**config.mk**
```make
export PLATFORM = sky130hd
export DESIGN_NAME = uart_tx
export DESIGN_NICKNAME = d
export VERILOG_FILES = /design/src/rtl/uart_pkg.sv /design/src/rtl/uart_tx_bit_timer.sv /design/src/rtl/uart_tx.sv
export SDC_FILE = /design/constraint.sdc
export NUM_CORES = 1
export LEC_CHECK = 0
export ABC_AREA = 1
export CORE_MARGIN = 1.5
export CORE_UTILIZATION = 50
export CTS_CLUSTER_DIAMETER = 80
export DETAILED_ROUTE_END_ITERATION = 8
export HOLD_SLACK_MARGIN = 0.1
export PLACE_DENSITY = 0.75
export SLEW_MARGIN = 20
export SYNTH_ARGS = -nofsm -noshare
export SYNTH_HDL_FRONTEND = slang
export SYNTH_SLANG_ARGS = --single-unit
```
**constraint.sdc**
```tcl
create_clock -name clk -period 4.29 [get_ports clk]
set_clock_uncertainty 0.1 [all_clocks]
set_input_delay 0.6435 -clock clk [delete_from_list [all_inputs] [get_ports clk]]
set_output_delay 0.6435 -clock clk [all_outputs]
set_load 0.02 [all_outputs]
```
**src/rtl/uart_pkg.sv**
```systemverilog
// ============================================================================
// Module  : uart_pkg
// Brief   : Shared UART types and constants (FSM encoding, divider width,
//           default 50 MHz divisors used by the tx, rx and baud generator).
// Revision: 1.0 - initial release
// ============================================================================
`default_nettype none

package uart_pkg;

  localparam int DIV_W = 16;

  localparam int C_DIV_9600_50M   = 5208;
  localparam int C_DIV_115200_50M = 434;

  typedef enum logic [2:0] {
    IDLE   = 3'd0,
    START  = 3'd1,
    DATA   = 3'd2,
    PARITY = 3'd3,
    STOP   = 3'd4
  } tx_state_e;

  // A divisor below 2 would produce a zero- or one-cycle bit; force a floor of 2.
  function automatic logic [DIV_W-1:0] clamp_div(input logic [DIV_W-1:0] div);
    return (div < DIV_W'(2)) ? DIV_W'(2) : div;
  endfunction

endpackage

`default_nettype wire

```
**src/rtl/uart_tx_bit_timer.sv**
```systemverilog
// ============================================================================
// Module  : uart_tx_bit_timer
// Brief   : Bit-period counter for the UART transmitter; pulses o_bit_end on
//           the last cycle of each bit and restarts at 0 for the next bit.
// Revision: 1.0 - initial release
// ============================================================================
`default_nettype none

module uart_tx_bit_timer
  import uart_pkg::*;
(
  input  logic             clk,
  input  logic             rst_n,
  input  logic [DIV_W-1:0] i_div,
  input  logic             i_clear,
  output logic             o_bit_end
);

  logic [DIV_W-1:0] r_cnt;
  logic             w_last;

  assign w_last    = (r_cnt == (i_div - DIV_W'(1)));
  assign o_bit_end = w_last && !i_clear;

  always_ff @(posedge clk or negedge rst_n) begin
    if (!rst_n) begin
      r_cnt <= '0;
    end else if (i_clear || w_last) begin
      r_cnt <= '0;
    end else begin
      r_cnt <= r_cnt + DIV_W'(1);
    end
  end

endmodule

`default_nettype wire

```
**src/rtl/uart_tx.sv**
```systemverilog
// ============================================================================
// Module  : uart_tx
// Brief   : UART transmitter, 8N1 by default; define UART_TX_PARITY_EN to
//           insert a parity bit after D7 (even, or odd with PARITY_ODD=1).
// Revision: 1.0 - initial release
// ============================================================================
`default_nettype none

module uart_tx
  import uart_pkg::*;
#(
  parameter int CLK_DIV_LO = C_DIV_9600_50M,
  parameter int CLK_DIV_HI = C_DIV_115200_50M,
  parameter int STOP_BITS  = 1,
  parameter int PARITY_ODD = 0
) (
  input  logic       clk,
  input  logic       rst_n,
  input  logic       baud_sel,
  input  logic [7:0] tx_data,
  input  logic       tx_valid,
  output logic       tx_ready,
  output logic       tx,
  output logic       tx_busy,
  output logic       tx_done
);

  localparam logic [DIV_W-1:0] C_DIV_LO    = CLK_DIV_LO[DIV_W-1:0];
  localparam logic [DIV_W-1:0] C_DIV_HI    = CLK_DIV_HI[DIV_W-1:0];
  localparam logic [2:0]       C_LAST_STOP = 3'(STOP_BITS - 1);

  if (STOP_BITS != 1 && STOP_BITS != 2) begin : g_bad_stop_bits
    $error("uart_tx: STOP_BITS must be 1 or 2");
  end

  if (PARITY_ODD != 0 && PARITY_ODD != 1) begin : g_bad_parity_odd
    $error("uart_tx: PARITY_ODD must be 0 or 1");
  end

  tx_state_e        r_state, w_state_nxt;
  logic [2:0]       r_idx, w_idx_nxt;
  logic [7:0]       r_shift, w_shift_nxt;
  logic [DIV_W-1:0] r_div, w_div_nxt;
  logic             r_tx, w_tx_nxt;
  logic             r_done, w_done_nxt;
  logic             w_timer_clr;
  logic             w_bit_end;

`ifdef UART_TX_PARITY_EN
  localparam logic C_PAR_ODD = (PARITY_ODD != 0);
  logic r_par, w_par_nxt;
`endif

  uart_tx_bit_timer u_bit_timer (
    .clk       (clk),
    .rst_n     (rst_n),
    .i_div     (r_div),
    .i_clear   (w_timer_clr),
    .o_bit_end (w_bit_end)
  );

  always_ff @(posedge clk or negedge rst_n) begin
    if (!rst_n) begin
      r_state <= IDLE;
      r_idx   <= '0;
      r_shift <= '0;
      r_div   <= '0;
      r_tx    <= 1'b1;
      r_done  <= 1'b0;
`ifdef UART_TX_PARITY_EN
      r_par   <= 1'b0;
`endif
    end else begin
      r_state <= w_state_nxt;
      r_idx   <= w_idx_nxt;
      r_shift <= w_shift_nxt;
      r_div   <= w_div_nxt;
      r_tx    <= w_tx_nxt;
      r_done  <= w_done_nxt;
`ifdef UART_TX_PARITY_EN
      r_par   <= w_par_nxt;
`endif
    end
  end

  // w_tx_nxt is the line level for the cycle after this edge, so tx stays a flop output.
  always_comb begin
    w_state_nxt = r_state;
    w_idx_nxt   = r_idx;
    w_shift_nxt = r_shift;
    w_div_nxt   = r_div;
    w_tx_nxt    = r_tx;
    w_done_nxt  = 1'b0;
    w_timer_clr = 1'b0;
`ifdef UART_TX_PARITY_EN
    w_par_nxt   = r_par;
`endif
    unique case (r_state)
      IDLE: begin
        w_timer_clr = 1'b1;
        w_tx_nxt    = 1'b1;
        if (tx_valid) begin
          w_state_nxt = START;
          w_shift_nxt = tx_data;
          w_idx_nxt   = 3'd0;
          w_div_nxt   = clamp_div(baud_sel ? C_DIV_HI : C_DIV_LO);
          w_tx_nxt    = 1'b0;
`ifdef UART_TX_PARITY_EN
          w_par_nxt   = (^tx_data) ^ C_PAR_ODD;
`endif
        end
      end
      START: begin
        if (w_bit_end) begin
          w_state_nxt = DATA;
          w_tx_nxt    = r_shift[0];
        end
      end
      DATA: begin
        if (w_bit_end) begin
          w_shift_nxt = {1'b0, r_shift[7:1]};
          w_idx_nxt   = r_idx + 3'd1;
          if (r_idx == 3'd7) begin
`ifdef UART_TX_PARITY_EN
            w_state_nxt = PARITY;
            w_tx_nxt    = r_par;
`else
            w_state_nxt = STOP;
            w_tx_nxt    = 1'b1;
`endif
          end else begin
            w_tx_nxt = r_shift[1];
          end
        end
      end
`ifdef UART_TX_PARITY_EN
      PARITY: begin
        if (w_bit_end) begin
          w_state_nxt = STOP;
          w_tx_nxt    = 1'b1;
        end
      end
`endif
      STOP: begin
        w_tx_nxt = 1'b1;
        if (w_bit_end) begin
          if (r_idx == C_LAST_STOP) begin
            w_state_nxt = IDLE;
            w_done_nxt  = 1'b1;
          end else begin
            w_idx_nxt = r_idx + 3'd1;
          end
        end
      end
      default: begin
        w_state_nxt = IDLE;
        w_tx_nxt    = 1'b1;
      end
    endcase
  end

  assign tx       = r_tx;
  assign tx_done  = r_done;
  assign tx_ready = (r_state == IDLE);
  assign tx_busy  = (r_state != IDLE);

endmodule

`default_nettype wire

```
==> After elaboration in Yosys (flattened, before gate mapping) <==
Index checks and enable logic that the tools add are counted.
{ "classes": {"div_mod_pow": 0, "n_addsub": 3, "eq_ne": 12, "reduce_logical": 13, "bitwise": 0, "mux": 27, "order_cmp": 1, "shift": 0, "n_mul": 0} }
{ "ops": {"columns": ["op", "n"], "rows": [
  ["$mux 3", 10],
  ["$mux 13", 2],
  ["$add 16x1->16 const B", 1],
  ["$eq 16x16->1", 1],
  ["$mux 16", 1],
  ["$mux 8", 2],
  ["$pmux 8 s2", 1],
  ["$sub 16x1->16 const B", 1],
  ["$lt 13x2->1 const B", 1],
  ["$pmux 3 s4", 1],
  ["$pmux 3 s3", 1],
  ["$mux 1", 8],
  ["$ne 2x2->1 const B", 4],
  ["$eq 3x3->1 const B", 2],
  ["$logic_not 3->1", 2],
  ["$ne 2x1->1 const B", 3],
  ["$reduce_and 6->1", 1],
  ["$reduce_bool 3->1", 2],
  ["$reduce_and 5->1", 1],
  ["$reduce_and 2->1", 2],
  ["$add 3x1->3 const B", 1],
  ["$eq 3x1->1 const B", 1],
  ["$eq 3x2->1 const B", 1],
  ["$pmux 1 s3", 1],
  ["5 further kinds", 5]
]} }
{ "totals": {"input_bits": 12, "mem_bits_rw": 0, "romBits": 0, "ff_bits": 48, "latch_bits": 0, "mem_count": 0, "elab_cells": 63, "out_inout_bits": 4} }

==> Logic depth before layout (Yosys ltp) <==
Gate-level depths: netlist of the first run.
{ "logic_depth": {"word_depth": 6, "mapped_depth": 17, "ltp_nobuf": 16} }

==> By module <==
From an unflattened synthesis of the first run, not the netlist that was laid out.
{ "unflattened": {"hier_cells": 393, "hier_area_um2": 2780.2} }
{ "modules_own_cells": {"columns": ["mod", "seq_area_each_um2", "area_each_um2", "instances", "cells_each"], "rows": [
  ["uart_tx_bit_timer", 400.4, 1616.6, 1, 248],
  ["uart_tx", 476.7, 1163.6, 1, 145]
]} }

==> Worst setup path before layout of the first run <==
No wires, ideal clock.
{ "synth_timing": {"kind": "reg2reg", "startpoint": "register r_div[10]", "endpoint": "register u_bit_timer.r_cnt[8]", "stages_incl_launch_ff": 14, "t_required_ns": 4.060, "arrival_time_ns": 1.778, "synth_period_minus_slack_ns": 2.008, "slack_ns": 2.282, "n_path_buf": 2, "setup_time_ns": 0.130, "cell_sequence": "dfrtp_1 inv_2 ha_1 buf_2 nand2_2 nand3_1 nand2_1 nand2_1 nand2_1 inv_1 nand4_2 nand2_2 buf_6 nor3_2"} }
{ "synth_via": {"elab_chain_len": 4} }
{ "synth_lines": {"columns": ["item", "line_no", "text"], "rows": [
  ["start: declaration", "uart_tx.sv:43", "logic [DIV_W-1:0] r_div, w_div_nxt;"],
  ["start signal: assignment", "uart_tx.sv:77", "r_div <= w_div_nxt;"],
  ["$sub 16x1->16", "uart_tx_bit_timer.sv:22", "assign w_last = (r_cnt == (i_div - DIV_W'(1)));"],
  ["$eq 16x16->1", "uart_tx_bit_timer.sv:22", null],
  ["$logic_or 1x1->1", "uart_tx_bit_timer.sv:28", "end else if (i_clear || w_last) begin"],
  ["$mux 16", "uart_tx_bit_timer.sv:28", null],
  ["end signal: assignment", "uart_tx_bit_timer.sv:31", "r_cnt <= r_cnt + DIV_W'(1);"],
  ["end: declaration", "uart_tx_bit_timer.sv:19", "logic [DIV_W-1:0] r_cnt;"]
]} }
No other way between the ends.
A chain may end at the register's enable or synchronous reset.

==> Final worst setup path of the first run <==
{ "layout_timing": {"startpoint": "register r_state[1]", "endpoint": "output port tx_ready"} }
{ "layout_via": {"elab_chain_len": 1} }
{ "layout_lines": {"columns": ["item", "line_no", "text"], "rows": [
  ["start: declaration", "uart_tx.sv:40", "tx_state_e r_state, w_state_nxt;"],
  ["start signal: assignment", "uart_tx.sv:74", "r_state <= w_state_nxt;"],
  ["$logic_not 3->1", "uart_tx.sv:164", "assign tx_ready = (r_state == IDLE);"],
  ["end: declaration", "uart_tx.sv:22", "output logic tx_ready,"]
]} }
No other way between the ends.

==> qor.json, run 1 <==
{
  "result_of_the_run": {"value": "finished clean"},
  "setup.worst_path.class": {"value": "reg -> out"},
  "die_area": {"value": 5120, "unit": "um^2"},
  "core_area": {"value": 4440, "unit": "um^2"},
  "overall_routed_net_length": {"value": 4.80, "unit": "mm"},
  "finalInstanceArea": {"value": 2630, "unit": "um^2"},
  "cts-buffers-inserted": {"value": 5},
  "finish.cell_count_without_fillers": {"value": 408},
  "starting_density_of_the_core": {"value": 52.9, "unit": "%"},
  "cts_post_setup_buffers_inserted": {"value": 0},
  "cap_violations": {"value": 0},
  "multi_input_gate_area": {"value": 1300, "unit": "um^2"},
  "drcViolationCount": {"value": 0},
  "synth-seq-cells": {"value": 35},
  "slew-limit-headroom": {"value": 63.2, "unit": "%"},
  "total_leakage_power": {"value": 1.32, "unit": "nW"},
  "netlist_area_pre_place": {"value": 2350, "unit": "um^2"},
  "detailroute.via_count": {"value": 2117},
  "dpl_worst_slack": {"value": 1910, "unit": "ps"},
  "crit_slowest_cell": {"value": "sky130_fd_sc_hd__clkdlybuf4s50_1"},
  "finalSetupViolations": {"value": 0},
  "critical_path_peak_fanout": {"value": 4},
  "regArea": {"value": 877, "unit": "um^2"},
  "synth-seq-area-share": {"value": 37.3, "unit": "%"},
  "synth_cell_types": {"value": 33},
  "max-clock-path-buffers": {"value": 2},
  "rows": {"value": 24},
  "synth_common_cells": {"value": "sky130_fd_sc_hd__nand2_1 (121), sky130_fd_sc_hd__inv_1 (35), sky130_fd_sc_hd__dfrtp_1 (34)"},
  "r2r_end": {"value": "u_bit_timer.r_cnt[12]$_DFF_PN0_"},
  "rr_startpoint": {"value": "r_div[10]$_DFFE_PN0P_"},
  "yosysMostFrequentCell": {"value": "sky130_fd_sc_hd__nand2_1"},
  "yosysTopAreaCell": {"value": "sky130_fd_sc_hd__dfrtp_1"},
  "synth_area_leaders": {"value": "sky130_fd_sc_hd__dfrtp_1 (36%), sky130_fd_sc_hd__nand2_1 (19%), sky130_fd_sc_hd__nand3_1 (6.4%), sky130_fd_sc_hd__inv_1 (5.6%), sky130_fd_sc_hd__nor2_1 (5.1%)"},
  "cts_tree": {"value": "yes"},
  "grt_antenna_before_repair": {"value": 0},
  "ant_nets": {"value": 0},
  "timing.critical_path.from_type": {"value": "flip-flop"},
  "timing.hold.worst_path_depth": {"value": 2},
  "syn_inst": {"value": 336},
  "areaGrowthSynthToFinish": {"value": 11.8, "unit": "%"},
  "die_width": {"value": 71.6, "unit": "um"},
  "htreeDepth": {"value": 2},
  "fin_worst_hold_slack": {"value": 377, "unit": "ps"},
  "finalNetCount": {"value": 373},
  "worst_slew_pin_slew": {"value": 552, "unit": "ps"},
  "worst_hold_endpoint": {"value": "tx$_DFFE_PN1P_"},
  "setup_ws": {"value": 1780, "unit": "ps"},
  "post_route_cells_drive_above_1_share": {"value": 9.83, "unit": "%"},
  "worst_ep_arrival_time": {"value": 1770, "unit": "ps"},
  "cts_sinks": {"value": 35},
  "syn_avg_cell_area": {"value": 7.00, "unit": "um^2"},
  "cts.clk_slew.worst_paths": {"value": 60, "unit": "ps"},
  "antenna_cells_inserted": {"value": 0},
  "detail_route.iter0.violations": {"value": 85},
  "root_buffer": {"value": "sky130_fd_sc_hd__clkbuf_8"},
  "grt-ovfl-total": {"value": 0},
  "r2r_setup_slack": {"value": 1910, "unit": "ps"},
  "gpl.final_weighted_congestion": {"value": 0.902},
  "final_hold_viol_count": {"value": 0},
  "worst_hold_startpoint": {"value": "tx$_DFFE_PN1P_"},
  "async_flop_share": {"value": 100, "unit": "%"},
  "placed_area": {"value": 2550, "unit": "um^2"},
  "reg2regPathDepth": {"value": 11},
  "setup_tns": {"value": 0, "unit": "ps"},
  "placement.io_buffers": {"value": 15},
  "detail_route.first_pass.iterations": {"value": 4},
  "power_density_normalized_to_cell_area": {"value": 562, "unit": "nW/um^2"},
  "ys_dominant_reg_cell": {"value": "sky130_fd_sc_hd__dfrtp_1"},
  "globalRouteTotalUtil": {"value": 21.4, "unit": "%"},
  "cts-hold-fix-buffers": {"value": 0},
  "min-delay-path-class": {"value": "reg -> reg"},
  "final_max_tran_viols": {"value": 0},
  "fillerInstances": {"value": 429},
  "maximum_number_of_pins_on_one_net_before_global_route_repair": {"value": 36},
  "synth_largest_type_area_fraction": {"value": 36.2, "unit": "%"},
  "largest_stage_delay_on_the_critical_path": {"value": 640, "unit": "ps"},
  "layout_worst_path_cycle_share": {"value": 58.6, "unit": "%"},
  "rsz0062_at_grt": {"value": "false"},
  "cpMostUsedCell": {"value": "sky130_fd_sc_hd__nor2_1"},
  "number_of_global_route_vias_before_repair": {"value": 2055},
  "wl_per_cell": {"value": 11.8, "unit": "um"},
  "post-route-min-period": {"value": 2510, "unit": "ps"},
  "clock.fmax": {"value": 398, "unit": "MHz"},
  "global_route_wire_length_before_repair": {"value": 8.78, "unit": "mm"},
  "fp.dieH": {"value": 71.6, "unit": "um"},
  "dp.final_hpwl": {"value": 3.64, "unit": "mm"},
  "synth-edff-count": {"value": 0},
  "worstPathRequired": {"value": 3550, "unit": "ps"},
  "critPathCaptureType": {"value": "output port"},
  "peakVddDrop": {"value": 0.000562, "unit": "V"},
  "yosysWarnings": {"value": 0},
  "synth_nets": {"value": 354},
  "ioPinCount": {"value": 16},
  "placed_cells": {"value": 400},
  "crit_chain": {"value": "nor2_1 -> inv_1 -> nor2_1 -> clkdlybuf4s50_1"},
  "number_of_cells_upsized_or_downsized_after_cts": {"value": 0},
  "clock_latency": {"value": 290, "unit": "ps"},
  "viasPerCell": {"value": 5.19}
}
## where the power goes
part | internal, mW | total [mW] | switching (mW)
clock | 0.114 | 0.230 | 0.116
combinational | 0.262 | 0.752 | 0.490
sequential | 0.421 | 0.495 | 0.0741
total | 0.796 | 1.48 | 0.681
## state kept, by name, indices dropped and copies added (netlist names)
signal / count
tx_done: 1
u_bit_timer.r_cnt: 16
r_idx: 3
r_state: 3
r_div: 3
r_shift: 8
tx: 1
## worst max-delay path by stage
stage | startpoint | slack (ps) | cells after the start | endpoint
after floorplan | r_div[10]$_DFFE_PN0P_ | 2280 | 13 | u_bit_timer.r_cnt[8]$_DFF_PN0_
after global placement | r_div[10]$_DFFE_PN0P_ | 1960 | 11 | r_shift[7]$_DFFE_PN0P_
after detailed placement | r_div[10]$_DFFE_PN0P_ | 1910 | 11 | u_bit_timer.r_cnt[12]$_DFF_PN0_
after CTS | r_state[1]$_DFFE_PN0P_ | 1770 | 5 | tx_busy
after global routing | r_div[10]$_DFFE_PN0P_ | 1630 | 13 | r_state[2]$_DFFE_PN0P_
final | r_state[1]$_DFFE_PN0P_ | 1780 | 4 | tx_ready
## cell families (layout without fill, tap and decap cells)
| group | Yosys count | after routing | synth area share (%) |
|---|---|---|---|
| flops | 35 | 35 | 37.3 |
| xor+xnor | 5 | 5 | 1.86 |
| compound gates | 21 | 21 | 4.90 |
| simple gates | 225 | 225 | 45.2 |
| buf+inv | 44 | 64 | 7.50 |
| fa+ha+maj | 6 | 6 | 3.19 |
## worst max-delay path, delay by kind of cell, from the launching register on
family                 cells  cell delay (ps)
buffers and inverters      2              700
and+or+nand+nor            2              370
DFF                        1              410
## metrics by stage
stage	util [%]	total power, mW
4_1_cts	59.1	1.49
6_report	59.1	1.48
5_1_grt	59.1	1.63
3_3_place_gp	57.3	1.24
2_1_floorplan	-	1.09
3_5_place_dp	57.3	1.25
## layout make-up
| type | instances | area share [%] |
|---|---|---|
| multi-input cells | 257 | 49.4 |
| inverters | 40 | 5.71 |
| clock inverters | 1 | 0.190 |
| repair buffers | 16 | 6.00 |
| clock buffers | 7 | 2.90 |
| flip-flops and latches | 35 | 33.4 |
| well taps | 52 | 2.48 |
## cells in the final DEF (no fill, tap or decap), drive strengths merged
cell | synthesis | final
nand2 | 129 | 129
inv | 40 | 40
nor2 | 39 | 39
dfrtp | 34 | 34
nand3 | 32 | 32
clkdlybuf4s50 | 0 | 15
o21ai | 15 | 15
nand4 | 7 | 7
nor3 | 7 | 7
clkbuf | 0 | 7
ha | 6 | 6
nor4 | 5 | 5
xor2 | 4 | 4
nor3b | 3 | 3
a21oi | 3 | 3
nand3b | 2 | 2
xnor2 | 1 | 1
o22ai | 1 | 1
o211ai | 1 | 1
or2 | 1 | 1
o21a | 1 | 1
clkinv | 0 | 1
buf | 4 | 1
dfstp | 1 | 1
## metal layers
layer | GRT usage (%) | vias to the layer above | part of all wire, %
met5 | 0 | - | 0
met4 | 7.55 | 0 | 1.2
met3 | 4.78 | 8 | 5.1
met2 | 34.5 | 43 | 45
met1 | 28.6 | 959 | 49
li1 | - | 1107 | -
(Power assumes the default switching activity.)
==> run 2, diff against run 1 <==
--- a/config.mk
+++ b/config.mk
@@ -11,7 +11,7 @@
 export CTS_CLUSTER_DIAMETER = 80
 export DETAILED_ROUTE_END_ITERATION = 8
 export HOLD_SLACK_MARGIN = 0.1
-export PLACE_DENSITY = 0.75
+export PLACE_DENSITY = 0.78
 export SLEW_MARGIN = 20
 export SYNTH_ARGS = -nofsm -noshare
 export SYNTH_HDL_FRONTEND = slang
==> constraint.sdc (replaced) <==
create_clock -name clk -period 2 [get_ports clk]
set_clock_uncertainty 0.1 [all_clocks]
set_input_delay 0.3 -clock clk [delete_from_list [all_inputs] [get_ports clk]]
set_output_delay 0.3 -clock clk [all_outputs]
set_load 0.02 [all_outputs]
==> run 2 against run 1 <==
Compared with the run above: hold slack worse by 61 ps; combinational power rose to 2.8 times the previous value; critical endpoint is now r_idx[1]$_DFFE_PN0P_; setup slack got worse by 1900 ps; the flow now finishes with violations (setup timing).
==> qor.json, run 2 (synthesized netlist as in run 1, its figures left out) <==
{
  "number_of_global_route_vias_before_repair": {"value": 2265, "change": "was 2,055"},
  "cts-buffers-inserted": {"value": 5, "change": "unchanged"},
  "cts-hold-fix-buffers": {"value": 0, "change": "unchanged"},
  "peakVddDrop": {"value": 0.000989, "unit": "V", "change": "was 0.000562 V"},
  "rsz0062_at_grt": {"value": "true", "change": "was false"},
  "layout.core_utilization": {"value": 67.0, "unit": "%", "change": "was 59.1%"},
  "setup.worst_path.class": {"value": "reg -> reg", "change": "was reg -> out"},
  "max-clock-path-buffers": {"value": 2, "change": "unchanged"},
  "post_route_cells_drive_above_1_share": {"value": 20.6, "unit": "%", "change": "was 9.83%"},
  "power_density_normalized_to_cell_area": {"value": 1310, "unit": "nW/um^2", "change": "was 562 nW/um^2"},
  "overall_routed_net_length": {"value": 5.62, "unit": "mm", "change": "was 4.80 mm"},
  "cap_violations": {"value": 0, "change": "unchanged"},
  "cts.clk_slew.worst_paths": {"value": 80, "unit": "ps", "change": "was 60 ps"},
  "htreeDepth": {"value": 2, "change": "unchanged"},
  "die_area": {"value": 5120, "unit": "um^2", "change": "unchanged"},
  "worstPathRequired": {"value": 2080, "unit": "ps", "change": "was 3550 ps"},
  "critPathCaptureType": {"value": "flip-flop", "change": "was output port"},
  "detail_route.first_pass.iterations": {"value": 4, "change": "unchanged"},
  "worst_slew_pin_slew": {"value": 438, "unit": "ps", "change": "was 552 ps"},
  "placement.io_buffers": {"value": 15, "change": "unchanged"},
  "ant_nets": {"value": 0, "change": "unchanged"},
  "failed_checks": {"value": "setup timing"},
  "result_of_the_run": {"value": "finished with violations", "change": "was finished clean"},
  "worst_ep_arrival_time": {"value": 2190, "unit": "ps", "change": "was 1770 ps"},
  "viasPerCell": {"value": 5.32, "change": "was 5.19"},
  "timing.critical_path.from_type": {"value": "flip-flop", "change": "unchanged"},
  "post-layout-total-power": {"value": 3.91, "unit": "mW", "change": "was 1.48 mW"},
  "mostFrequentLayoutCells": {"value": "sky130_fd_sc_hd__nand2_1 (117), sky130_fd_sc_hd__inv_1 (35), sky130_fd_sc_hd__dfrtp_1 (34), sky130_fd_sc_hd__nand3_1 (30), sky130_fd_sc_hd__nor2_1 (26)", "change": "was sky130_fd_sc_hd__nand2_1 (121), sky130_fd_sc_hd__inv_1 (35), sky130_fd_sc_hd__dfrtp_1 (34), sky130_fd_sc_hd__nor2_1 (32), sky130_fd_sc_hd__nand3_1 (30)"},
  "antenna_cells_inserted": {"value": 0, "change": "unchanged"},
  "layout_worst_path_cycle_share": {"value": 106, "unit": "%"},
  "die_width": {"value": 71.6, "unit": "um", "change": "unchanged"},
  "maximum_number_of_pins_on_one_net_before_global_route_repair": {"value": 36, "change": "unchanged"},
  "gpl.final_weighted_congestion": {"value": 0.845, "change": "was 0.902"},
  "clock_latency": {"value": 290, "unit": "ps", "change": "about the same"},
  "globalRouteTotalUtil": {"value": 24.2, "unit": "%", "change": "was 21.4%"},
  "rows": {"value": 24, "change": "unchanged"},
  "clock.fmax": {"value": 474, "unit": "MHz"},
  "final_hold_viol_count": {"value": 0, "change": "unchanged"},
  "regArea": {"value": 877, "unit": "um^2", "change": "unchanged"},
  "largest_registers": {"value": "u_bit_timer.r_cnt x16, r_shift x8", "change": "unchanged"},
  "ioPinCount": {"value": 16, "change": "unchanged"},
  "finalSetupViolations": {"value": 30, "change": "was 0"},
  "fp.dieH": {"value": 71.6, "unit": "um", "change": "unchanged"},
  "multi_input_gate_area": {"value": 1420, "unit": "um^2", "change": "was 1300 um^2"},
  "fillerInstances": {"value": 376, "change": "was 429"},
  "areaGrowthSynthToFinish": {"value": 26.7, "unit": "%", "change": "was 11.8%"},
  "final_max_tran_viols": {"value": 0, "change": "unchanged"},
  "starting_density_of_the_core": {"value": 52.9, "unit": "%", "change": "unchanged"},
  "total_leakage_power": {"value": 1.47, "unit": "nW", "change": "was 1.32 nW"},
  "drcViolationCount": {"value": 0, "change": "unchanged"},
  "reg_with_most_ffs": {"value": "u_bit_timer.r_cnt", "change": "unchanged"},
  "finalInstanceArea": {"value": 2980, "unit": "um^2", "change": "was 2630 um^2"},
  "cts_sinks": {"value": 35, "change": "unchanged"},
  "grt_antenna_before_repair": {"value": 0, "change": "unchanged"},
  "detailroute.via_count": {"value": 2291, "change": "was 2,117"},
  "cts_tree": {"value": "yes", "change": "unchanged"},
  "critical_path_peak_fanout": {"value": 5, "change": "was 4"},
  "placed_area": {"value": 2690, "unit": "um^2", "change": "was 2550 um^2"},
  "min-delay-path-class": {"value": "in -> async", "change": "was reg -> reg"},
  "wl_per_cell": {"value": 13.0, "unit": "um", "change": "was 11.8 um"},
  "slew-limit-headroom": {"value": 70.8, "unit": "%", "change": "was 63.2%"},
  "layout.cells.most_common": {"value": "sky130_fd_sc_hd__nand2_1", "change": "unchanged"},
  "root_buffer": {"value": "sky130_fd_sc_hd__clkbuf_8", "change": "unchanged"},
  "finalNetCount": {"value": 396, "change": "was 373"},
  "post-route-min-period": {"value": 2110, "unit": "ps"},
  "setup_ws": {"value": -112, "unit": "ps", "change": "was 1780 ps"},
  "grt-ovfl-total": {"value": 0, "change": "unchanged"},
  "global_route_wire_length_before_repair": {"value": 9.83, "unit": "mm", "change": "was 8.78 mm"},
  "core_area": {"value": 4440, "unit": "um^2", "change": "unchanged"},
  "dp.final_hpwl": {"value": 4.00, "unit": "mm", "change": "was 3.64 mm"},
  "detail_route.iter0.violations": {"value": 151, "change": "was 85"},
  "flip_flop_count_of_the_largest_register_after_layout": {"value": 16, "change": "unchanged"}
}
## run 2: timing repair
action,4_1_cts,5_1_grt
resized for setup,15,12
hold endpoints to repair,0,0
cloned,1,0
setup endpoints to repair,34,33
setup buffers,3,2
pin swaps,4,11
## run 2: per-layer routing
metal  vias to the layer above  wire (um)  global-route usage, %
met2                        61       2770                   42.1
met1                      1068       2570                   31.1
met5                         -          0                      0
met4                         0         79                   9.22
met3                         8        193                   2.81
li1                       1154          -                      -
## run 2: through the flow
stage               instances  setup slack, ps  hold WS, ps  setup TNS (ps)
floorplan                 336             16.9        -95.6               0
global placement          417             -132          370           -2720
detailed placement        417             -232          366           -5860
CTS                       429            -28.3          328           -62.7
global route              431             -272          367           -6670
finish                    431             -112          317           -1380
## run 2: where the power goes
part | switching [mW] | internal [mW]
Clock | 0.267 | 0.497
Sequential | 0.148 | 0.902
Combinational | 1.29 | 0.808
## run 2: final cells by class
type,instances,area share [%]
Multi-Input combinational cell,258,47.6
Sequential cell,35,29.5
Timing Repair Buffer,38,11.2
Inverter,40,5.04
Clock buffer,5,2.31
Clock inverter,3,2.27
Tap cell,52,2.18
## run 2: critical path: stages (launching register included)
cell	delay, ps
sky130_fd_sc_hd__dfrtp_1	400
sky130_fd_sc_hd__buf_4	150
sky130_fd_sc_hd__nor2_4	170
sky130_fd_sc_hd__nand3_4	140
sky130_fd_sc_hd__buf_4	160
sky130_fd_sc_hd__o211ai_1	70
sky130_fd_sc_hd__nand2_1	90
sky130_fd_sc_hd__nor2_1	90
sky130_fd_sc_hd__nand2_1	120
sky130_fd_sc_hd__nor2_4	140
sky130_fd_sc_hd__nand2_2	90
sky130_fd_sc_hd__nand2_4	100
sky130_fd_sc_hd__nand2_4	60
sky130_fd_sc_hd__nand2_2	80
sky130_fd_sc_hd__nand2_2	40
## run 2: path summary, 6_finish.rpt
path | depth (start not counted) | to | startpoint | slack [ps]
hold / removal | 2 | u_bit_timer.r_cnt[6]$_DFF_PN0_ | rst_n | 320
hold reg to reg | 2 | tx$_DFFE_PN1P_ | tx$_DFFE_PN1P_ | 370
min in group clk | 2 | tx$_DFFE_PN1P_ | tx$_DFFE_PN1P_ | 370
max in group asynchronous | 2 | tx$_DFFE_PN1P_ | rst_n | 1150
setup / recovery | 14 | r_idx[1]$_DFFE_PN0P_ | r_div[8]$_DFFE_PN0P_ | -110
setup reg to reg | 14 | r_idx[1]$_DFFE_PN0P_ | r_div[8]$_DFFE_PN0P_ | -110
==> run 3, diff against run 2 <==
--- a/config.mk
+++ b/config.mk
@@ -11,7 +11,7 @@
 export CTS_CLUSTER_DIAMETER = 80
 export DETAILED_ROUTE_END_ITERATION = 8
 export HOLD_SLACK_MARGIN = 0.1
-export PLACE_DENSITY = 0.78
+export PLACE_DENSITY = 0.75
 export SLEW_MARGIN = 20
 export SYNTH_ARGS = -nofsm -noshare
 export SYNTH_HDL_FRONTEND = slang
==> constraint.sdc (replaced) <==
create_clock -name clk -period 2.4 [get_ports clk]
set_clock_uncertainty 0.1 [all_clocks]
set_input_delay 0.36 -clock clk [delete_from_list [all_inputs] [get_ports clk]]
set_output_delay 0.36 -clock clk [all_outputs]
set_load 0.02 [all_outputs]
==> run 3 against run 2 <==
Compared with the run above: the run now ends clean; critical path type unchanged; largest cell class unchanged; register-to-register slack improved by 250 ps; final cell count shrank 4.9%; largest power group unchanged; core utilization down 6.7 points; sequential share of layout area increased by 3.3 points; sequential power decreased by 16%; via count fell by 6.8%; count of clock-buffer cells in the layout rose by 3; non-clock buffer count decreased by 20.
==> qor.json, run 3 (synthesized netlist as in run 1, its figures left out) <==
{
  "result_of_the_run": {"value": "finished clean", "change": "was finished with violations"},
  "globalRouteTotalUtil": {"value": 21.2, "unit": "%", "change": "was 24.2%"},
  "cts_sinks": {"value": 35, "change": "unchanged"},
  "ioPinCount": {"value": 16, "change": "unchanged"},
  "root_buffer": {"value": "sky130_fd_sc_hd__clkbuf_8", "change": "unchanged"},
  "power_frac_seq": {"value": 31.9, "unit": "%", "change": "was 26.8%"},
  "layout.cells.most_common": {"value": "sky130_fd_sc_hd__nand2_1", "change": "unchanged"},
  "areaGrowthSynthToFinish": {"value": 13.9, "unit": "%", "change": "was 26.7%"},
  "worst_slew_pin_slew": {"value": 456, "unit": "ps", "change": "was 438 ps"},
  "slew-limit-headroom": {"value": 69.5, "unit": "%", "change": "was 70.8%"},
  "starting_density_of_the_core": {"value": 52.9, "unit": "%", "change": "unchanged"},
  "grt-ovfl-total": {"value": 0, "change": "unchanged"},
  "cts-hold-fix-buffers": {"value": 0, "change": "unchanged"},
  "setup.worst_path.class": {"value": "reg -> reg", "change": "unchanged"},
  "r2r_setup_slack": {"value": 130, "unit": "ps", "change": "was -110 ps"},
  "viasPerCell": {"value": 5.21, "change": "was 5.32"},
  "fp.dieH": {"value": 71.6, "unit": "um", "change": "unchanged"},
  "layout_worst_path_cycle_share": {"value": 94.4, "unit": "%", "change": "was 106%"},
  "rows": {"value": 24, "change": "unchanged"},
  "cts-buffers-inserted": {"value": 5, "change": "unchanged"},
  "cts_tree": {"value": "yes", "change": "unchanged"},
  "finalNetCount": {"value": 375, "change": "was 396"},
  "rr_startpoint": {"value": "r_div[8]$_DFFE_PN0P_", "change": "unchanged"},
  "detailroute.via_count": {"value": 2136, "change": "was 2,291"},
  "worstPathRequired": {"value": 2480, "unit": "ps", "change": "was 2080 ps"},
  "global_route_wire_length_before_repair": {"value": 8.61, "unit": "mm", "change": "was 9.83 mm"},
  "antenna_cells_inserted": {"value": 0, "change": "unchanged"},
  "cap_violations": {"value": 0, "change": "unchanged"},
  "largest_registers": {"value": "u_bit_timer.r_cnt x16, r_shift x8", "change": "unchanged"},
  "grt_antenna_before_repair": {"value": 0, "change": "unchanged"},
  "rsz0062_at_grt": {"value": "false", "change": "was true"},
  "finalSetupViolations": {"value": 0, "change": "was 30"},
  "wl_per_cell": {"value": 12.0, "unit": "um", "change": "was 13.0 um"},
  "peakVddDrop": {"value": 0.00110, "unit": "V", "change": "was 0.000989 V"},
  "switchingPower": {"value": 1.25, "unit": "mW", "change": "was 1.71 mW"},
  "reg2regPathDepth": {"value": 14, "change": "unchanged"},
  "maximum_number_of_pins_on_one_net_before_global_route_repair": {"value": 36, "change": "unchanged"},
  "dp.final_hpwl": {"value": 3.75, "unit": "mm", "change": "was 4.00 mm"},
  "detail_route.iter0.violations": {"value": 157, "change": "was 151"},
  "final_max_tran_viols": {"value": 0, "change": "unchanged"},
  "post-route-min-period": {"value": 2270, "unit": "ps", "change": "was 2110 ps"},
  "die_area": {"value": 5120, "unit": "um^2", "change": "unchanged"},
  "number_of_global_route_vias_before_repair": {"value": 1958, "change": "was 2,265"},
  "worst_ep_arrival_time": {"value": 2340, "unit": "ps", "change": "was 2190 ps"},
  "setup_ws": {"value": 134, "unit": "ps", "change": "was -112 ps"},
  "flip_flop_count_of_the_largest_register_after_layout": {"value": 16, "change": "unchanged"},
  "mostFrequentLayoutCells": {"value": "sky130_fd_sc_hd__nand2_1 (121), sky130_fd_sc_hd__inv_1 (35), sky130_fd_sc_hd__dfrtp_1 (33), sky130_fd_sc_hd__nor2_1 (32), sky130_fd_sc_hd__nand3_1 (30)", "change": "was sky130_fd_sc_hd__nand2_1 (117), sky130_fd_sc_hd__inv_1 (35), sky130_fd_sc_hd__dfrtp_1 (34), sky130_fd_sc_hd__nand3_1 (30), sky130_fd_sc_hd__nor2_1 (26)"},
  "post_route_cells_drive_above_1_share": {"value": 11.2, "unit": "%", "change": "was 20.6%"},
  "timing.critical_path.from_type": {"value": "flip-flop", "change": "unchanged"},
  "max-clock-path-buffers": {"value": 2, "change": "unchanged"},
  "overall_routed_net_length": {"value": 4.91, "unit": "mm", "change": "was 5.62 mm"},
  "clock.fmax": {"value": 441, "unit": "MHz", "change": "was 474 MHz"},
  "drcViolationCount": {"value": 0, "change": "unchanged"},
  "dpl_worst_slack": {"value": 19.0, "unit": "ps", "change": "was -232 ps"},
  "ant_nets": {"value": 0, "change": "unchanged"},
  "reg_with_most_ffs": {"value": "u_bit_timer.r_cnt", "change": "unchanged"},
  "clock_latency": {"value": 290, "unit": "ps", "change": "about the same"},
  "total_leakage_power": {"value": 1.34, "unit": "nW", "change": "was 1.47 nW"},
  "final_hold_viol_count": {"value": 0, "change": "unchanged"},
  "htreeDepth": {"value": 2, "change": "unchanged"},
  "placement.io_buffers": {"value": 15, "change": "unchanged"},
  "internal_power": {"value": 1.51, "unit": "mW", "change": "was 2.21 mW"},
  "die_width": {"value": 71.6, "unit": "um", "change": "unchanged"},
  "min-delay-path-class": {"value": "in -> async", "change": "unchanged"},
  "core_area": {"value": 4440, "unit": "um^2", "change": "unchanged"},
  "power_density_normalized_to_cell_area": {"value": 1030, "unit": "nW/um^2", "change": "was 1310 nW/um^2"},
  "swShare": {"value": 45.3, "unit": "%", "change": "was 43.6%"},
  "clkPwrFrac": {"value": 16.8, "unit": "%", "change": "was 19.5%"},
  "layout.core_utilization": {"value": 60.3, "unit": "%", "change": "was 67.0%"},
  "setup_tns": {"value": 0, "unit": "ps", "change": "was -1380 ps"},
  "gpl.final_weighted_congestion": {"value": 0.924, "change": "was 0.845"},
  "detail_route.first_pass.iterations": {"value": 4, "change": "unchanged"},
  "p_comb_share": {"value": 51.3, "unit": "%", "change": "was 53.6%"},
  "r2r_end": {"value": "r_state[1]$_DFFE_PN0P_", "change": "was r_idx[1]$_DFFE_PN0P_"},
  "cts.clk_slew.worst_paths": {"value": 70, "unit": "ps", "change": "was 80 ps"},
  "critical_path_peak_fanout": {"value": 10, "change": "was 5"},
  "critPathCaptureType": {"value": "flip-flop", "change": "unchanged"}
}
==> run 3: worst max path at each step <==
stage / start / depth (start not counted) / endpoint / slack (ps)
after floorplan: r_div[10]$_DFFE_PN0P_ / 13 / u_bit_timer.r_cnt[8]$_DFF_PN0_ / 390
after global placement: r_div[8]$_DFFE_PN0P_ / 11 / u_bit_timer.r_cnt[5]$_DFF_PN0_ / 100
after detailed placement: r_div[8]$_DFFE_PN0P_ / 11 / u_bit_timer.r_cnt[5]$_DFF_PN0_ / 20
after CTS: r_div[8]$_DFFE_PN0P_ / 13 / r_state[1]$_DFFE_PN0P_ / 90
after global routing: r_div[8]$_DFFE_PN0P_ / 14 / r_state[1]$_DFFE_PN0P_ / 20
final: r_div[8]$_DFFE_PN0P_ / 14 / r_state[1]$_DFFE_PN0P_ / 130
==> run 3: per-stage QoR <==
step / instances / cell area [um^2] / hold slack [ps] / total power [mW]
after floorplan: 336 / 2350 / -35.6 / 1.94
after global placement: 402 / 2560 / 369 / 2.24
after detailed placement: 402 / 2560 / 362 / 2.26
after CTS: 410 / 2670 / 380 / 2.75
after global routing: 410 / 2680 / 394 / 3.01
final: 410 / 2680 / 377 / 2.76
==> run 3: final cells by class <==
| type | count | area, um^2 |
|---|---|---|
| well taps | 52 | 65.1 |
| flip-flops and latches | 35 | 878 |
| multi-input cells | 257 | 1310 |
| fillers | 409 | 1770 |
| inverters | 40 | 153 |
| repair buffers | 18 | 173 |
| clock buffers | 8 | 100 |
==> run 3: repair_timing <==
| item | 4_1_cts | 5_1_grt |
|---|---|---|
| gates resized for setup | 1 | 3 |
| pin swaps | 0 | 1 |
| setup endpoints to repair | 2 | 28 |
| buffers inserted | 0 | 0 |
==> run 3: power groups by stage <==
| stage | combinational [mW] | sequential [mW] | clock [mW] |
|---|---|---|---|
| global placement | 1.36 | 0.881 | 0 |
| finish | 1.42 | 0.883 | 0.463 |
| global route | 1.61 | 0.898 | 0.503 |
| detailed placement | 1.38 | 0.880 | 0 |
| CTS | 1.40 | 0.874 | 0.474 |
| floorplan | 1.07 | 0.874 | 0 |
==> run 3: metal layers <==
| metal | GRT usage [%] | part of all wire (%) | vias up |
|---|---|---|---|
| li1 | - | - | 1109 |
| met2 | 32.3 | 45 | 59 |
| met3 | 4.78 | 5.9 | 2 |
| met5 | 0 | 0 | - |
| met1 | 29.8 | 49 | 966 |
| met4 | 7.55 | 0.18 | 0 |
==> run 3: worst max-delay path: stages, from the launching register on <==
cell	delay, ps
sky130_fd_sc_hd__dfrtp_2	450
sky130_fd_sc_hd__inv_4	120
sky130_fd_sc_hd__ha_1	260
sky130_fd_sc_hd__nand2_1	70
sky130_fd_sc_hd__nand2_1	40
sky130_fd_sc_hd__nor2_1	160
sky130_fd_sc_hd__nand2_1	80
sky130_fd_sc_hd__nor2_1	90
sky130_fd_sc_hd__nand2_1	50
sky130_fd_sc_hd__nor2_1	130
sky130_fd_sc_hd__nand4_2	170
sky130_fd_sc_hd__nand2_1	150
sky130_fd_sc_hd__nand3_1	120
sky130_fd_sc_hd__nand2_1	100
sky130_fd_sc_hd__nand2_1	50
==> RTL edit 1 (flow settings as in run 2) <==
The package constant `C_DIV_9600_50M` goes from 5208 to 3906.
--- a/src/rtl/uart_pkg.sv
+++ b/src/rtl/uart_pkg.sv
@@ -10,7 +10,7 @@
 
   localparam int DIV_W = 16;
 
-  localparam int C_DIV_9600_50M   = 5208;
+  localparam int C_DIV_9600_50M   = 3906;
   localparam int C_DIV_115200_50M = 434;
 
   typedef enum logic [2:0] {
Check against the original RTL: no difference found for any inputs over 10 cycles, from zero or initial values and one cycle with rst_n low; that may be too few to reach the edited logic, so the function may still have changed.
==> RTL edit 1 against run 2 <==
  * The run still ends with setup timing left
  * Highest routed layer unchanged
  * Final area down 5.9%
  * Sequential share of layout area up 1.8 points
  * Die area down 9.0%
  * Sequential cell count unchanged
  * Count of clock-buffer cells in the layout up 2
  * Setup slack worse by 0.065 ns
  * Area after synthesis down 9.4%
  * Routed wire length down 11%
Power is not compared: it rests on default switching activity, and its combinational part moved more than twofold at a synthesized area within 25%.
==> RTL edit 1: results (changes against run 2) <==
[status]
status = finished with violations  ; unchanged
violations = setup timing  ; unchanged

[global_routing]
use_met1_pct = 29.01  ; was 31.09%
grt_use_met2_pct = 34.83  ; was 42.06%
grt_use_total_pct = 22.19  ; was 24.21%
grt.met3_usage_pct = 3.783  ; was 2.813%
grt_pass1_vias = 1776  ; was 2265
grt_pass1_wl_mm = 7.624  ; was 9.832 mm

[cells_and_area]
nNetsFinal = 349  ; was 396
nMultiInputCombCells = 213  ; was 258
clock_buffer_count = 7  ; was 5
clock_tree_area_fraction_pct = 3.259  ; was 4.580%
buffer_area_share_pct = 11.56  ; was 11.18%
drive_gt1_share_pct = 23.03  ; was 20.58%
signal_buffers = 34  ; was 38
fill_cells = 323  ; was 376
reg_top3 = u_bit_timer.r_cnt (16), r_shift (8)  ; unchanged
area.share.sequential_pct = 31.29  ; was 29.45%
multi_input_area_um2 = 1297  ; was 1416 um2

[routing]
drt_iter0_markers = 182  ; was 151
wl_met3_um = 218  ; was 193 um
top_layer_used = met4  ; unchanged
wl_met2_mm = 2.440  ; was 2.774 mm
vias = 1991  ; was 2291
wl_per_cell_um = 13.22  ; was 13.04 um
wl_met1_mm = 2.262  ; was 2.572 mm

[setup_path]
crit_type = reg -> reg  ; unchanged
rr_endpoint = u_bit_timer.r_cnt[12]$_DFF_PN0_  ; was r_idx[1]$_DFFE_PN0P_
max_stage_delay_ns = 0.38  ; was 0.40 ns
worstPathMaxFanout = 8  ; was 5
reg2reg_from = r_div[7]$_DFFE_PN0P_  ; was r_div[8]$_DFFE_PN0P_
arrival_ns = 2.26  ; was 2.19 ns
r2r_cells = 13  ; was 14

[clocking]
cts-buffers-inserted = 5  ; unchanged
insertion_delay_ns = 0.31  ; was 0.29 ns
post_cts_resized = 4  ; was 15
postCtsSetupBuffers = 1  ; was 3

[synth]
ys_top_cells_by_area = dfrtp_1, nand2_1, inv_1  ; was dfrtp_1, nand2_1, nand3_1
yosysUniqueCellTypes = 30  ; was 33
synth.cells.most_frequent = nand2_1, inv_1, dfrtp_1, nor2_1, nand3_1  ; unchanged
yosysSeqAreaShare_pct = 41.16  ; was 37.31%
syn_nets = 311  ; was 354

[sta]
setup_slack_ns = -0.1765  ; was -0.1117 ns
setup_viol = 30  ; unchanged
relSlewSlack_pct = 60.65  ; was 70.80%

[placed_design]
port_buffers = 15  ; unchanged
dpl.hpwl_mm = 3.318  ; was 4.002 mm
place_congestion = 0.8606  ; was 0.8453

[pwr]
switching_power_mw = 0.2901

[RTL edit 1: cells by family (layout without fill, tap and decap cells)]
logic type,count (synthesis),count (layout),share of synthesized area (%)
AND/OR/NAND/NOR,174,174,37.05
buffers and inverters,43,82,8.103
flip-flops,35,35,41.16
AO/OA/AOI/OAI,23,23,5.696
adder cells (fa/ha/maj),8,8,4.698
XOR/XNOR,8,8,3.288
[RTL edit 1: metrics by stage]
| step | setup slack [ns] | instances | setup TNS, ns | hold WS (ns) | area (um2) |
|---|---|---|---|---|---|
| after global routing | -0.3318 | 380 | -8.513 | 0.3698 | 2803 |
| after floorplan | -0.02735 | 291 | -0.1053 | -0.09559 | 2156 |
| after detailed placement | -0.07916 | 365 | -1.026 | 0.3963 | 2449 |
| final | -0.1765 | 380 | -4.324 | 0.3078 | 2803 |
| after CTS | -0.06123 | 374 | -0.6575 | 0.3330 | 2551 |
| after global placement | -0.03576 | 365 | -0.3291 | 0.3945 | 2449 |
==> RTL edit 2 (flow settings as in run 2) <==
Made on the original files. Encoding of `tx_state_e`: now one-hot (5 bits for 5 states).
--- a/src/rtl/uart_pkg.sv
+++ b/src/rtl/uart_pkg.sv
@@ -13,12 +13,12 @@
   localparam int C_DIV_9600_50M   = 5208;
   localparam int C_DIV_115200_50M = 434;
 
-  typedef enum logic [2:0] {
-    IDLE   = 3'd0,
-    START  = 3'd1,
-    DATA   = 3'd2,
-    PARITY = 3'd3,
-    STOP   = 3'd4
+  typedef enum logic [4:0] {
+    IDLE   = 5'b00001,
+    START  = 5'b00010,
+    DATA   = 5'b00100,
+    PARITY = 5'b01000,
+    STOP   = 5'b10000
   } tx_state_e;
 
   // A divisor below 2 would produce a zero- or one-cycle bit; force a floor of 2.
Behaviour: same outputs for any inputs over 10 cycles, from zero or initial values and one cycle with rst_n low; not proved beyond that.
==> RTL edit 2 against run 2 <==
  * The flow still finishes with violations (setup timing)
  * Highest routed layer unchanged
  * Clock power decreased by 15%
  * Die area is 1.1% lower
  * Setup slack lost 0.065 ns
  * Total power shrank 3.9%
  * Routed wire length fell by 2.7%
  * Largest power group unchanged
  * Final area down 0.29%
  * Sequential cell count up 1
  * Area after synthesis shrank 1.2%
  * Synthesized cell count decreased by 3.6%
==> RTL edit 2: results (changes against run 2) <==
[placed_design]
pre_cts_ws_ns = -0.1871  ; was -0.2321 ns
place_inst = 416  ; was 417
dpl.hpwl_mm = 3.989  ; was 4.002 mm

[routing]
vias = 2254  ; was 2291
wirelength_mm = 5.470  ; was 5.620 mm
wl_per_cell_um = 12.81  ; was 13.04 um
drt_iter0_markers = 209  ; was 151

[synth]
syn_nets = 342  ; was 354
synth.cells.most_frequent = nand2_1, nor2_1, inv_1, dfrtp_1, nand3_1  ; was nand2_1, inv_1, dfrtp_1, nor2_1, nand3_1
syn_inst = 324  ; was 336

[min_path]
hold_path_class = reg -> reg  ; was in -> async

[setup_path]
crit_slowest_cell = dfrtp_2  ; was dfrtp_1
worstPathMaxFanout = 8  ; was 5
arrival_ns = 2.29  ; was 2.19 ns

[pwr]
p_leak_nw = 1.442  ; was 1.467 nW
ir_drop_mv = 0.9444  ; was 0.9887 mV

[sta]
setup_viol = 31  ; was 30
tightest_slew_ns = 0.4563  ; was 0.4380 ns
setup_slack_ns = -0.1768  ; was -0.1117 ns

[status]
violations = setup timing  ; unchanged
status = finished with violations  ; unchanged

[cells_and_area]
nNetsFinal = 392  ; was 396
drive_gt1_share_pct = 22.67  ; was 20.58%

[global_routing]
gr-total-overflow = 0  ; unchanged
grt_max_degree = 37  ; was 36
grt_pass1_wl_mm = 9.535  ; was 9.832 mm

[clocking]
post_cts_resized = 12  ; was 15
holdBufCountCts = 1  ; was 0

-- RTL edit 2: cell types whose count changed after synthesis, sizes merged, moves of 3 or more --
cell   change
nor2      +13
nand3      -3
nor4       -3
o21ai      +6
or2        +6
nand2     -49
a21oi     +12
inv        +3
-- RTL edit 2: final cells by class --
type | count | area (um2)
clock inverters | 2 | 35.03
inverters | 43 | 168.9
repair buffers | 45 | 379.1
clock buffers | 6 | 72.57
multi-input cells | 243 | 1343
fillers | 374 | 1445
well taps | 52 | 65.06
flip-flops and latches | 36 | 905.9
-- RTL edit 2: path summary, 6_finish.rpt --
path	start	end	slack (ns)	depth (start not counted)
worst min-delay path	tx$_DFFE_PN1P_	tx$_DFFE_PN1P_	0.40	2
worst min register to register	tx$_DFFE_PN1P_	tx$_DFFE_PN1P_	0.40	2
min in group asynchronous	rst_n	u_bit_timer.r_cnt[12]$_DFF_PN0_	0.46	3
worst max register to register	r_div[8]$_DFFE_PN0P_	r_shift[1]$_DFFE_PN0P_	-0.18	14
max in group asynchronous	rst_n	tx$_DFFE_PN1P_	0.99	3
worst max-delay path	r_div[8]$_DFFE_PN0P_	r_shift[1]$_DFFE_PN0P_	-0.18	14
-- RTL edit 2: kinds of logic (layout without fill, tap and decap cells) --
| kind of cell | count (synthesis) | count (layout) | share of synthesized area [%] |
|---|---|---|---|
| AO/OA/AOI/OAI | 40 | 40 | 9.478 |
| XOR/XNOR | 2 | 2 | 0.7540 |
| adder cells (fa/ha/maj) | 6 | 6 | 3.231 |
| buffers and inverters | 46 | 96 | 8.185 |
| flip-flops | 36 | 36 | 38.88 |
| AND/OR/NAND/NOR | 194 | 195 | 39.47 |
-- RTL edit 2: power breakdown --
part / total, mW / switching [mW] / internal [mW]
combinational: 2.04 / 1.17 / 0.864
clock: 0.648 / 0.278 / 0.370
sequential: 1.07 / 0.138 / 0.936
-- RTL edit 2: metrics by stage --
step | setup TNS, ns | instance area, um2 | util (%) | hold WS, ns | power (mW)
6_report | -3.580 | 2969 | 67.26 | 0.4046 | 3.759
2_1_floorplan | -1.405 | 2382 | - | -0.09559 | 2.351
4_1_cts | -3.448 | 2937 | 66.52 | 0.4083 | 3.730
3_3_place_gp | -2.888 | 2771 | 62.78 | 0.2645 | 2.961
3_5_place_dp | -4.294 | 2771 | 62.78 | 0.2707 | 3.009
5_1_grt | -8.108 | 2969 | 67.26 | 0.4485 | 4.063
-- RTL edit 2: routing by layer --
metal,up-vias,global-route usage (%),share of wire (%)
met5,-,0,0
met4,0,9.434,1.5
met3,7,3.846,3.3
met2,42,36.21,47
met1,1047,33.30,48
li1,1158,-,-
-- RTL edit 2: worst min-delay path, cell delays in order, from the launching register on --
cell	delay, ns
dfstp_2	0.37
nor2_1	0.09
a21oi_1	0.05
